==> src/rtl/store_buffer_if.sv <==
// Store-buffer bus: pipeline store/load requests, fence, memory port and status.
// The pipeline side uses the master modport, the store buffer uses the slave modport.
interface store_buffer_if #(
  parameter int DATA_WIDTH = 32,
  parameter int ADDR_WIDTH = 32,
  parameter int DEPTH      = 4
);
  localparam int CNT_W = $clog2(DEPTH) + 1;

  logic                  st_valid;
  logic [ADDR_WIDTH-1:0] st_addr;
  logic [DATA_WIDTH-1:0] st_data;
  logic                  st_byte;
  logic                  st_ready;
  logic                  ld_en;
  logic [ADDR_WIDTH-1:0] ld_addr;
  logic                  ld_byte;
  logic                  ld_stall;
  logic                  fwd_valid;
  logic [DATA_WIDTH-1:0] fwd_data;
  logic                  flush;
  logic [ADDR_WIDTH-1:0] mem_A;
  logic [DATA_WIDTH-1:0] mem_WD;
  logic                  mem_WE;
  logic                  mem_addr_mode;
  logic                  empty;
  logic [CNT_W-1:0]      count;

  modport master (
    output st_valid, st_addr, st_data, st_byte, ld_en, ld_addr, ld_byte, flush,
    input  st_ready, ld_stall, fwd_valid, fwd_data, mem_A, mem_WD, mem_WE,
           mem_addr_mode, empty, count
  );

  modport slave (
    input  st_valid, st_addr, st_data, st_byte, ld_en, ld_addr, ld_byte, flush,
    output st_ready, ld_stall, fwd_valid, fwd_data, mem_A, mem_WD, mem_WE,
           mem_addr_mode, empty, count
  );
endinterface

==> src/rtl/store_buffer.sv <==
// Posted-write store buffer draining in order to a single-port data memory.
// Define STORE_BUF_FWD_EN to forward data to loads that exactly match pending stores.
module store_buffer #(
  parameter int DATA_WIDTH = 32,
  parameter int ADDR_WIDTH = 32,
  parameter int DEPTH      = 4
) (
  input  logic           clk,
  input  logic           rst,
  store_buffer_if.slave  io_sb
);
  localparam int PTR_W = $clog2(DEPTH);
  localparam int CNT_W = PTR_W + 1;
  localparam int RNG_W = ADDR_WIDTH + 2;

  logic [ADDR_WIDTH-1:0] r_addr [DEPTH];
  logic [DATA_WIDTH-1:0] r_data [DEPTH];
  logic [DEPTH-1:0]      r_byte;
  logic [PTR_W-1:0]      r_head;
  logic [PTR_W-1:0]      r_tail;
  logic [CNT_W-1:0]      r_count;

  logic                  w_st_ready;
  logic                  w_push;
  logic                  w_drain;
  logic                  w_load_owns;
  logic                  w_stall;
  logic                  w_fwd;
  logic [DATA_WIDTH-1:0] w_fwd_data;
  logic [DEPTH-1:0]      w_ov;
  logic [PTR_W-1:0]      w_slot [DEPTH];
  logic [RNG_W-1:0]      w_ld_lo;
  logic [RNG_W-1:0]      w_ld_hi;

  // Ranges are widened by two bits so a word at the top of memory never wraps to 0.
  assign w_ld_lo = {2'b00, io_sb.ld_addr};
  assign w_ld_hi = w_ld_lo + RNG_W'({~io_sb.ld_byte, ~io_sb.ld_byte});

  // Index g is entry age: 0 is the head (oldest), count-1 the youngest.
  genvar g;
  generate
    for (g = 0; g < DEPTH; g++) begin : g_ov
      logic [RNG_W-1:0] w_lo;
      logic [RNG_W-1:0] w_hi;
      assign w_slot[g] = r_head + PTR_W'(g);
      assign w_lo      = {2'b00, r_addr[w_slot[g]]};
      assign w_hi      = w_lo + RNG_W'({~r_byte[w_slot[g]], ~r_byte[w_slot[g]]});
      assign w_ov[g]   = (CNT_W'(g) < r_count) && (w_ld_lo <= w_hi) && (w_lo <= w_ld_hi);
    end
  endgenerate

`ifdef STORE_BUF_FWD_EN
  logic [DEPTH-1:0]      w_match;
  logic [DATA_WIDTH-1:0] w_sel;

  generate
    for (g = 0; g < DEPTH; g++) begin : g_match
      assign w_match[g] = (r_addr[w_slot[g]] == io_sb.ld_addr) &&
                          (r_byte[w_slot[g]] == io_sb.ld_byte);
    end
  endgenerate

  // Forward only when every overlapping entry has the load's exact range; youngest data wins.
  always_comb begin
    w_sel      = '0;
    w_fwd      = io_sb.ld_en & (|w_ov) & (&(~w_ov | w_match));
    w_fwd_data = '0;
    for (int i = 0; i < DEPTH; i++) begin
      if (w_ov[i]) w_sel = r_data[w_slot[i]];
    end
    if (w_fwd) begin
      w_fwd_data = io_sb.ld_byte ? {{(DATA_WIDTH-8){1'b0}}, w_sel[7:0]} : w_sel;
    end
  end
`else
  assign w_fwd      = 1'b0;
  assign w_fwd_data = '0;
`endif

  assign w_stall     = io_sb.ld_en & (|w_ov) & ~w_fwd;
  assign w_load_owns = io_sb.ld_en & ~w_stall & ~w_fwd;
  assign w_drain     = ~w_load_owns & (r_count != '0);
  assign w_st_ready  = (r_count != CNT_W'(DEPTH)) & ~io_sb.flush;
  assign w_push      = io_sb.st_valid & w_st_ready;

  assign io_sb.st_ready  = w_st_ready;
  assign io_sb.ld_stall  = w_stall;
  assign io_sb.fwd_valid = w_fwd;
  assign io_sb.fwd_data  = w_fwd_data;
  assign io_sb.empty     = (r_count == '0);
  assign io_sb.count     = r_count;

  always_comb begin
    io_sb.mem_A         = io_sb.ld_addr;
    io_sb.mem_WD        = '0;
    io_sb.mem_WE        = 1'b0;
    io_sb.mem_addr_mode = io_sb.ld_byte;
    if (w_drain) begin
      io_sb.mem_A         = r_addr[r_head];
      io_sb.mem_WD        = r_data[r_head];
      io_sb.mem_WE        = 1'b1;
      io_sb.mem_addr_mode = r_byte[r_head];
    end
  end

  // Entry payload needs no reset: only slots below count are ever looked at.
  always_ff @(posedge clk) begin
    if (w_push) begin
      r_addr[r_tail] <= io_sb.st_addr;
      r_data[r_tail] <= io_sb.st_data;
      r_byte[r_tail] <= io_sb.st_byte;
    end
  end

  always_ff @(posedge clk or posedge rst) begin
    if (rst) begin
      r_head  <= '0;
      r_tail  <= '0;
      r_count <= '0;
    end else begin
      if (w_push)  r_tail <= r_tail + 1'b1;
      if (w_drain) r_head <= r_head + 1'b1;
      case ({w_push, w_drain})
        2'b10:   r_count <= r_count + 1'b1;
        2'b01:   r_count <= r_count - 1'b1;
        default: r_count <= r_count;
      endcase
    end
  end
endmodule

==> src/flat_wrapper.sv <==
// flat-port wrapper written by rule: the top's interface ports become plain ports
module store_buffer_flat 
#(
  parameter int DATA_WIDTH = 32,
  parameter int ADDR_WIDTH = 32,
  parameter int DEPTH      = 4
)
  (clk, rst, io_sb_st_valid, io_sb_st_addr, io_sb_st_data, io_sb_st_byte, io_sb_ld_en, io_sb_ld_addr, io_sb_ld_byte, io_sb_flush, io_sb_st_ready, io_sb_ld_stall, io_sb_fwd_valid, io_sb_fwd_data, io_sb_mem_A, io_sb_mem_WD, io_sb_mem_WE, io_sb_mem_addr_mode, io_sb_empty, io_sb_count);
  store_buffer_if #(.DATA_WIDTH(DATA_WIDTH), .ADDR_WIDTH(ADDR_WIDTH), .DEPTH(DEPTH)) io_sb_i ();
  input  logic clk;
  input  logic rst;
  input wire logic [$bits(io_sb_i.st_valid)-1:0] io_sb_st_valid;
  input wire logic [$bits(io_sb_i.st_addr)-1:0] io_sb_st_addr;
  input wire logic [$bits(io_sb_i.st_data)-1:0] io_sb_st_data;
  input wire logic [$bits(io_sb_i.st_byte)-1:0] io_sb_st_byte;
  input wire logic [$bits(io_sb_i.ld_en)-1:0] io_sb_ld_en;
  input wire logic [$bits(io_sb_i.ld_addr)-1:0] io_sb_ld_addr;
  input wire logic [$bits(io_sb_i.ld_byte)-1:0] io_sb_ld_byte;
  input wire logic [$bits(io_sb_i.flush)-1:0] io_sb_flush;
  output wire logic [$bits(io_sb_i.st_ready)-1:0] io_sb_st_ready;
  output wire logic [$bits(io_sb_i.ld_stall)-1:0] io_sb_ld_stall;
  output wire logic [$bits(io_sb_i.fwd_valid)-1:0] io_sb_fwd_valid;
  output wire logic [$bits(io_sb_i.fwd_data)-1:0] io_sb_fwd_data;
  output wire logic [$bits(io_sb_i.mem_A)-1:0] io_sb_mem_A;
  output wire logic [$bits(io_sb_i.mem_WD)-1:0] io_sb_mem_WD;
  output wire logic [$bits(io_sb_i.mem_WE)-1:0] io_sb_mem_WE;
  output wire logic [$bits(io_sb_i.mem_addr_mode)-1:0] io_sb_mem_addr_mode;
  output wire logic [$bits(io_sb_i.empty)-1:0] io_sb_empty;
  output wire logic [$bits(io_sb_i.count)-1:0] io_sb_count;
  assign io_sb_i.st_valid = io_sb_st_valid;
  assign io_sb_i.st_addr = io_sb_st_addr;
  assign io_sb_i.st_data = io_sb_st_data;
  assign io_sb_i.st_byte = io_sb_st_byte;
  assign io_sb_i.ld_en = io_sb_ld_en;
  assign io_sb_i.ld_addr = io_sb_ld_addr;
  assign io_sb_i.ld_byte = io_sb_ld_byte;
  assign io_sb_i.flush = io_sb_flush;
  assign io_sb_st_ready = io_sb_i.st_ready;
  assign io_sb_ld_stall = io_sb_i.ld_stall;
  assign io_sb_fwd_valid = io_sb_i.fwd_valid;
  assign io_sb_fwd_data = io_sb_i.fwd_data;
  assign io_sb_mem_A = io_sb_i.mem_A;
  assign io_sb_mem_WD = io_sb_i.mem_WD;
  assign io_sb_mem_WE = io_sb_i.mem_WE;
  assign io_sb_mem_addr_mode = io_sb_i.mem_addr_mode;
  assign io_sb_empty = io_sb_i.empty;
  assign io_sb_count = io_sb_i.count;
  store_buffer #(.DATA_WIDTH(DATA_WIDTH), .ADDR_WIDTH(ADDR_WIDTH), .DEPTH(DEPTH)) u_core (.clk(clk), .rst(rst), .io_sb(io_sb_i));
endmodule
==> config.mk <==
export PLATFORM = sky130hd
export DESIGN_NAME = store_buffer_flat
export DESIGN_NICKNAME = d
export VERILOG_FILES = /design/src/rtl/store_buffer_if.sv /design/src/rtl/store_buffer.sv /design/src/flat_wrapper.sv
export SDC_FILE = /design/constraint.sdc
export NUM_CORES = 1
export LEC_CHECK = 0
export CAP_MARGIN = 20
export CELL_PAD_IN_SITES_DETAIL_PLACEMENT = 1
export CELL_PAD_IN_SITES_GLOBAL_PLACEMENT = 1
export CORE_ASPECT_RATIO = 1.75
export CORE_MARGIN = 2
export CORE_UTILIZATION = 30
export DETAILED_ROUTE_END_ITERATION = 10
export GPL_TIMING_DRIVEN = 0
export PLACE_DENSITY_LB_ADDON = 0.1
export SLEW_MARGIN = 20
export SYNTH_ARGS = -nofsm -noshare
export SYNTH_HDL_FRONTEND = slang
export SYNTH_SLANG_ARGS = --single-unit
==> constraint.sdc <==
create_clock -name clk -period 9 [get_ports clk]
set_input_delay 1.35 -clock clk [delete_from_list [all_inputs] [get_ports clk]]
set_output_delay 1.35 -clock clk [all_outputs]
set_load 0.01 [all_outputs]
=== Yosys cells after proc, flatten, opt, wreduce, memory -nomap -nowiden ===
Memories as Yosys holds them, arrays and structs flattened.
Index checks and enable logic that the tools add are counted.

* Magnitude comparators: 18
* Reduce and logical (&&, ||, !) cells: 13
* $mul: 0
* Equality and inequality tests: 3
* Shift operators: 0
* $add $sub $neg: 11
* Divide/modulo/power cells: 0
* Bitwise operators: 13
* Muxes and demuxes: 18

{| class="wikitable"
|+ Operators with widths
! operator !! number
|-
| 32-bit by 34-bit less-or-equal comparator with 1-bit output || 8
|-
| 32-bit by 2-bit adder with 33-bit output || 5
|-
| 32-bit two-way mux || 2
|-
| 2-bit by 3-bit < comparator with 1-bit output, second input constant || 5
|-
| 1-bit logical AND || 9
|-
| 1-bit two-way mux || 9
|-
| 1-bit binary-select mux with 2-bit select || 4
|-
| 1-bit inverter || 8
|-
| 1-bit by 3-bit < comparator with 1-bit output, first input constant || 2
|-
| 2-bit by 3-bit < comparator with 1-bit output, first input constant || 2
|-
| 3-bit one-hot mux with 2 select lines || 1
|-
| 1-bit bitwise AND || 5
|-
| 2-bit by 1-bit adder with 2-bit output, second input constant || 2
|-
| 2-bit adder, second input constant || 2
|-
| 4-bit bitwise mux || 1
|-
| 4-bit OR reduction || 1
|-
| 3-bit by 1-bit adder with 3-bit output, second input constant || 1
|-
| 3-bit logical NOT || 1
|-
| 3-bit != test, second input constant || 1
|-
| 3-bit nonzero test || 1
|-
| 3-bit by 1-bit subtractor with 3-bit output, second input constant || 1
|-
| 1-bit demux with 2-bit select || 1
|-
| 2-bit by 1-bit == test with 1-bit output, second input constant || 1
|-
| 2-bit == test, second input constant || 1
|-
| 2 further kinds || 2
|}

* Logic and storage cells: 82
* Register bits after elaboration: 11
* Memories kept: 2
* Bits in read-only memories: 0
* Bits of input ports: 103
* Bits in writable memories: 256
* Output and inout bits: 105
* Latch bits: 0

{| class="wikitable"
|+ Memories
! memory !! depth !! bits a word !! read ports !! clocked after Yosys merged registers in !! wr ports !! line !! text
|-
| u_core.r_addr || 4 || 32 || 4 || 0 || 1 || store_buffer.sv:16 || <nowiki>logic [ADDR_WIDTH-1:0] r_addr [DEPTH];</nowiki>
|-
| u_core.r_data || 4 || 32 || 1 || 0 || 1 || store_buffer.sv:17 || <nowiki>logic [DATA_WIDTH-1:0] r_data [DEPTH];</nowiki>
|}

=== Longest topological paths before layout ===
* Word-level depth: 16
* Gate-level depth with buffers: 37

=== Worst setup path after synthesis ===
OpenSTA, ideal clock, no wires.

* Path kind: register to output
* Start point: register u_core.r_head[0]
* End point: output io_sb_mem_A[0]
* Setup slack: 760 ps
* Required time: 7650 ps
* Path buffers: 12
* Cell stages (with the launch flop): 32
* Data arrival time: 6890 ps
* Cells stage by stage: dfrtp_1 > buf_6 > buf_12 > buf_12 > buf_8 > buf_2 > buf_4 > buf_4 > buf_1 > clkbuf_1 > mux2_2 > ha_1 > a21o_1 > and4_1 > nand2_1 > or2_2 > clkbuf_1 > nor3_1 > nand3_1 > xor2_1 > ha_1 > nand4_1 > nor4bb_1 > nand4_1 > or4_1 > o21ai_0 > a211oi_1 > o221ai_2 > o31ai_4 > buf_6 > buf_6 > mux2i_1

* Cells in the longest elaborated chain, start to end: 15

{| class="wikitable"
|+ Ends and longest elaborated chain
! element !! line !! text
|-
| start, declared || store_buffer.sv:19 || <nowiki>logic [PTR_W-1:0] r_head;</nowiki>
|-
| start signal, assigned || store_buffer.sv:122 || <nowiki>if (w_drain) r_head <= r_head + 1'b1;</nowiki>
|-
| 2-bit by 1-bit adder with 2-bit output or 2-bit adder (tied branches) || store_buffer.sv:45 || <nowiki>assign w_slot[g] = r_head + PTR_W'(g);</nowiki>
|-
| 1-bit binary-select mux with 2-bit select || store_buffer.sv:47 || <nowiki>assign w_hi = w_lo + RNG_W'({~r_byte[w_slot[g]], ~r_byte[w_slot[g]]});</nowiki>
|-
| 1-bit two-way mux (not written as such) || store_buffer.sv:47 ||
|-
| 1-bit inverter || store_buffer.sv:47 ||
|-
| 32-bit by 2-bit adder with 33-bit output || store_buffer.sv:47 ||
|-
| 32-bit by 34-bit less-or-equal comparator with 1-bit output || store_buffer.sv:48 || <nowiki>assign w_ov[g] = (CNT_W'(g) < r_count) && (w_ld_lo <= w_hi) && (w_lo <= w_ld_hi);</nowiki>
|-
| 1-bit logical AND (2 in a row) || store_buffer.sv:48 ||
|-
| 4-bit OR reduction || store_buffer.sv:80 || <nowiki>assign w_stall = io_sb.ld_en & (|w_ov) & ~w_fwd;</nowiki>
|-
| 1-bit bitwise AND || store_buffer.sv:80 ||
|-
| 1-bit inverter || store_buffer.sv:81 || <nowiki>assign w_load_owns = io_sb.ld_en & ~w_stall & ~w_fwd;</nowiki>
|-
| 1-bit bitwise AND || store_buffer.sv:81 ||
|-
| 1-bit inverter || store_buffer.sv:82 || <nowiki>assign w_drain = ~w_load_owns & (r_count != '0);</nowiki>
|-
| 1-bit bitwise AND || store_buffer.sv:82 ||
|-
| 32-bit two-way mux (*) || store_buffer.sv:98 || <nowiki>if (w_drain) begin</nowiki>
|-
| end, declared || flat_wrapper.sv:24 || <nowiki>output wire logic [$bits(io_sb_i.mem_A)-1:0] io_sb_mem_A;</nowiki>
|}

Mark *: on every way between the ends. The rest lies on a longest branch, timed or not. The select of a mux whose other input is x is not followed.

=== Final worst setup path ===
* Start point: register u_core.r_head[1]
* End point: output io_sb_mem_A[7]

The elaborated chain is that of the path after synthesis.

==> flow_metrics.tcl <==
set metrics [dict create \
    outcome "complete, no violations" \
    synth_seq_cells 267 \
    rsz0062_at_grt "true" \
    finalNonFillerCells 3019 \
    grt_overflow 0 \
    post-place-cells 2923 \
    critical_path.slowest_cell "sky130_fd_sc_hd__or4_4" \
    detail-route-antenna-nets 0 \
    intPower_mw 5.174 \
    synth.yosys.warnings 0 \
    antenna_found_initial 1 \
    power.leakage_nw 10.05 \
    cts_sinks 267 \
    critical-path-top-cell-by-count "sky130_fd_sc_hd__buf_6" \
    timing_hold_violations_final 0 \
    routed_wl_um 88120 \
    gp_congestion 0.9079 \
    detailedPlacementHpwl_um 70800 \
    cts_max_path_buffers 3 \
    design.die.area_um2 75440 \
    whs_ns 0.5498 \
    grt_pass1_vias 18030 \
    min_period_over_period_pct 98.11 \
    io_buffers 174 \
    fin_crit_ns 8.830 \
    cts_inserted_buffers 29 \
    critical_path.reg2reg.startpoint "u_core.r_head[1]$_DFFE_PP0P_" \
    dp_worst_setup_slack_ns -3.302 \
    cts-htree-levels 1 \
    global_route.usage.total_pct 23.37 \
    power_mw 9.643 \
    setup_viol 0 \
    routedWlPerCell_um 29.19 \
    floorplan.initialDensity_pct 30.23 \
    die_x_um 208.5 \
    worst_hold_startpoint "u_core.r_tail[0]$_DFFE_PP0P_" \
    synth_commonest_cells "275 x sky130_fd_sc_hd__ha_1, 260 x sky130_fd_sc_hd__edfxtp_1, 142 x sky130_fd_sc_hd__mux4_2" \
    chipHeight_um 361.8 \
    post_route_cells_drive_above_1_share_pct 21.13 \
    post_synth_top_area_share_pct 35.57 \
    switching_share_pct 46.35 \
    fillers 7818 \
    finalNetCount 2447 \
    number_of_design_rule_violations_left_after_detail_routing 0 \
    detailed_place.area_um2 25140 \
    p_clk_share_pct 13.0 \
    cap_viol_max_count 0 \
    timing.slew.headroom_pct 19.48 \
    postSynth.asyncResetShare_pct 2.622 \
    cts.root.buffer_cell "sky130_fd_sc_hd__clkbuf_16" \
    grt_pass1_wl_um 126800 \
    timing.critical_path.required_ns 7.65 \
    post_cts_hold_buffer_count 0 \
    grt_start_max_net_pins 37 \
    netlist_area_um2 21950 \
    core.rowCount 131 \
    clk-insertion-delay-late_ns 0.62 \
    area_taken_by_multi_input_logic_gates_um2 13720 \
    detail_route.first_pass.iterations 5 \
    tightest_slew_ns 1.195 \
    critical_path_launch_point "u_core.r_head[1]$_DFFE_PP0P_" \
    postSynth.topFlopCell "sky130_fd_sc_hd__edfxtp_1" \
    drtIter0Drc 746 \
    synthesis.instances 1781 \
    power.switching_mw 4.470 \
    non_filler_cell_area_final_um2 27090 \
    seq_power_share_pct 16.8 \
    synth-edff-count 260 \
    core_region_area_um2 72610 \
    areaGrowthSynthToFinish_pct 23.39 \
    gate_power_share_pct 70.3 \
    skew_ns 0.04249 \
    slowest_delay_ns 0.59 \
    synth.distinct_cells 80 \
    setup_slack_ns 0.1704 \
    area.sequential_um2 7985 \
    seq_area_frac_synth_pct 36.36 \
    critical_path.startpoint_type "register" \
    cts_tree "yes" \
    pwr_density_cell_nw_per_um2 356.0 \
    vias_per_cell 5.466 \
    synth.most_common_cell "sky130_fd_sc_hd__ha_1" \
    timing.setup.tns_ns 0 \
    cp-end-kind "output pin" \
    peak_supply_drop_uv 163.6 \
    synth.area.top_cells "sky130_fd_sc_hd__edfxtp_1 36%, sky130_fd_sc_hd__ha_1 16%, sky130_fd_sc_hd__mux4_2 15%" \
    clk_pin_slew_worst_paths_ns 0.06 \
    worst_ep_arrival_time_ns 7.48 \
    io_pins 208 \
    timing.setup.critical_path_class "register to output pin" \
    synthesis.area_per_instance_um2 12.33 \
    dr_total_vias 16500 \
    hp-class "register to register" \
    slew_violations 0 \
    crit_path_max_fanout 10 \
    synth_largest_area_cell "sky130_fd_sc_hd__edfxtp_1" \
    fmax_mhz 113.3 \
    post-route-util_pct 37.30 \
]
critical path, delay by kind of cell, from the launching register on:
family | cells | cell delay, ns
xor gates and xnor gates | 1 | 0.07
and+or+nand+nor | 9 | 2.26
AOI/OAI and AO/OA | 4 | 0.61
buffers and inverters | 12 | 1.93
DFF | 1 | 0.44
muxes | 3 | 0.71
adders and majority gates | 3 | 0.81
worst paths after layout:
check | endpoint | slack (ns) | depth (start not counted)
worst max register to register | u_core.io_sb.count[2]$_DFFE_PP0P_ | 1.81 | 35
worst min-delay path | u_core.r_tail[0]$_DFFE_PP0P_ | 0.55 | 1
max in group asynchronous | u_core.r_head[1]$_DFFE_PP0P_ | 7.64 | 2
worst max-delay path | io_sb_mem_A[7] | 0.17 | 32
worst min register to register | u_core.r_tail[0]$_DFFE_PP0P_ | 0.55 | 1
min in group asynchronous | u_core.r_tail[1]$_DFFE_PP0P_ | 1.06 | 2
layout make-up:
type                       instances  area share, %
antenna                            1       0.009238
buffer                            75          3.247
clock buffer                      32          2.721
clock inverter                    22         0.8915
inverter                          43         0.6051
multi-input combinational       1424          50.66
sequential                       267          29.48
tap                              931          4.300
timing repair buffer             224          8.084
cell families (layout without fill, tap and decap cells):
group / after synthesis / after routing / synth area share, %
DFF: 267 / 267 / 36.36
buffers and inverters: 122 / 396 / 3.750
xor gates and xnor gates: 156 / 156 / 6.224
AOI/OAI and AO/OA: 246 / 246 / 7.005
muxes: 204 / 204 / 18.27
other: 1 / 34 / 0.01708
adders and majority gates: 280 / 280 / 16.13
and+or+nand+nor: 505 / 505 / 12.24
timing repair:
item / in CTS / in global routing
pin swaps: 21 / 21
buffers inserted: 33 / 12
endpoints found under the setup margin: 72 / 66
cloned: 0 / 0
resized for setup: 204 / 39
power by group through the flow:
stage / logic (mW) / clock network (mW) / registers, mW
after floorplan: 4.06 / 0 / 1.61
after global placement: 6.46 / 0 / 1.65
after detailed placement: 6.59 / 0 / 1.64
after CTS: 6.77 / 1.29 / 1.62
after global routing: 7.35 / 1.32 / 1.63
final: 6.78 / 1.25 / 1.62
layout by cell type, fill, tap and decap left out, drive strengths merged, types with 21 or more instances in the layout:
cell / netlist / final
ha: 275 / 275
edfxtp: 260 / 260
mux4: 144 / 144
nand2: 128 / 128
buf: 73 / 120
clkdlybuf4s50: 0 / 107
a21oi: 99 / 99
xor2: 85 / 85
nor2: 76 / 76
xnor2: 71 / 71
nand3: 64 / 64
nand4: 63 / 63
o21ai: 50 / 50
dlygate4sd2: 0 / 49
inv: 43 / 48
nor2b: 47 / 47
mux2: 47 / 47
clkbuf: 6 / 37
conb: 1 / 33
and4: 25 / 25
and2: 22 / 22
a211oi: 21 / 21
a21o: 21 / 21
sequential cells by signal, summed over array words and instances (netlist names):
signal / cells
u_core.r_head: 2
u_core.r_byte: 4
u_core.r_addr: 128
u_core.r_data: 128
u_core.r_tail: 2
u_core.io_sb.count: 3
metal layers:
metal,wire (um),share of wire [%],track usage (%)
met1,29350,33,22.73
met2,48270,55,45.60
met3,3872,4.4,3.177
met4,6623,7.5,15.14
met5,0,0,0
Power figures use the tool's default switching activity.
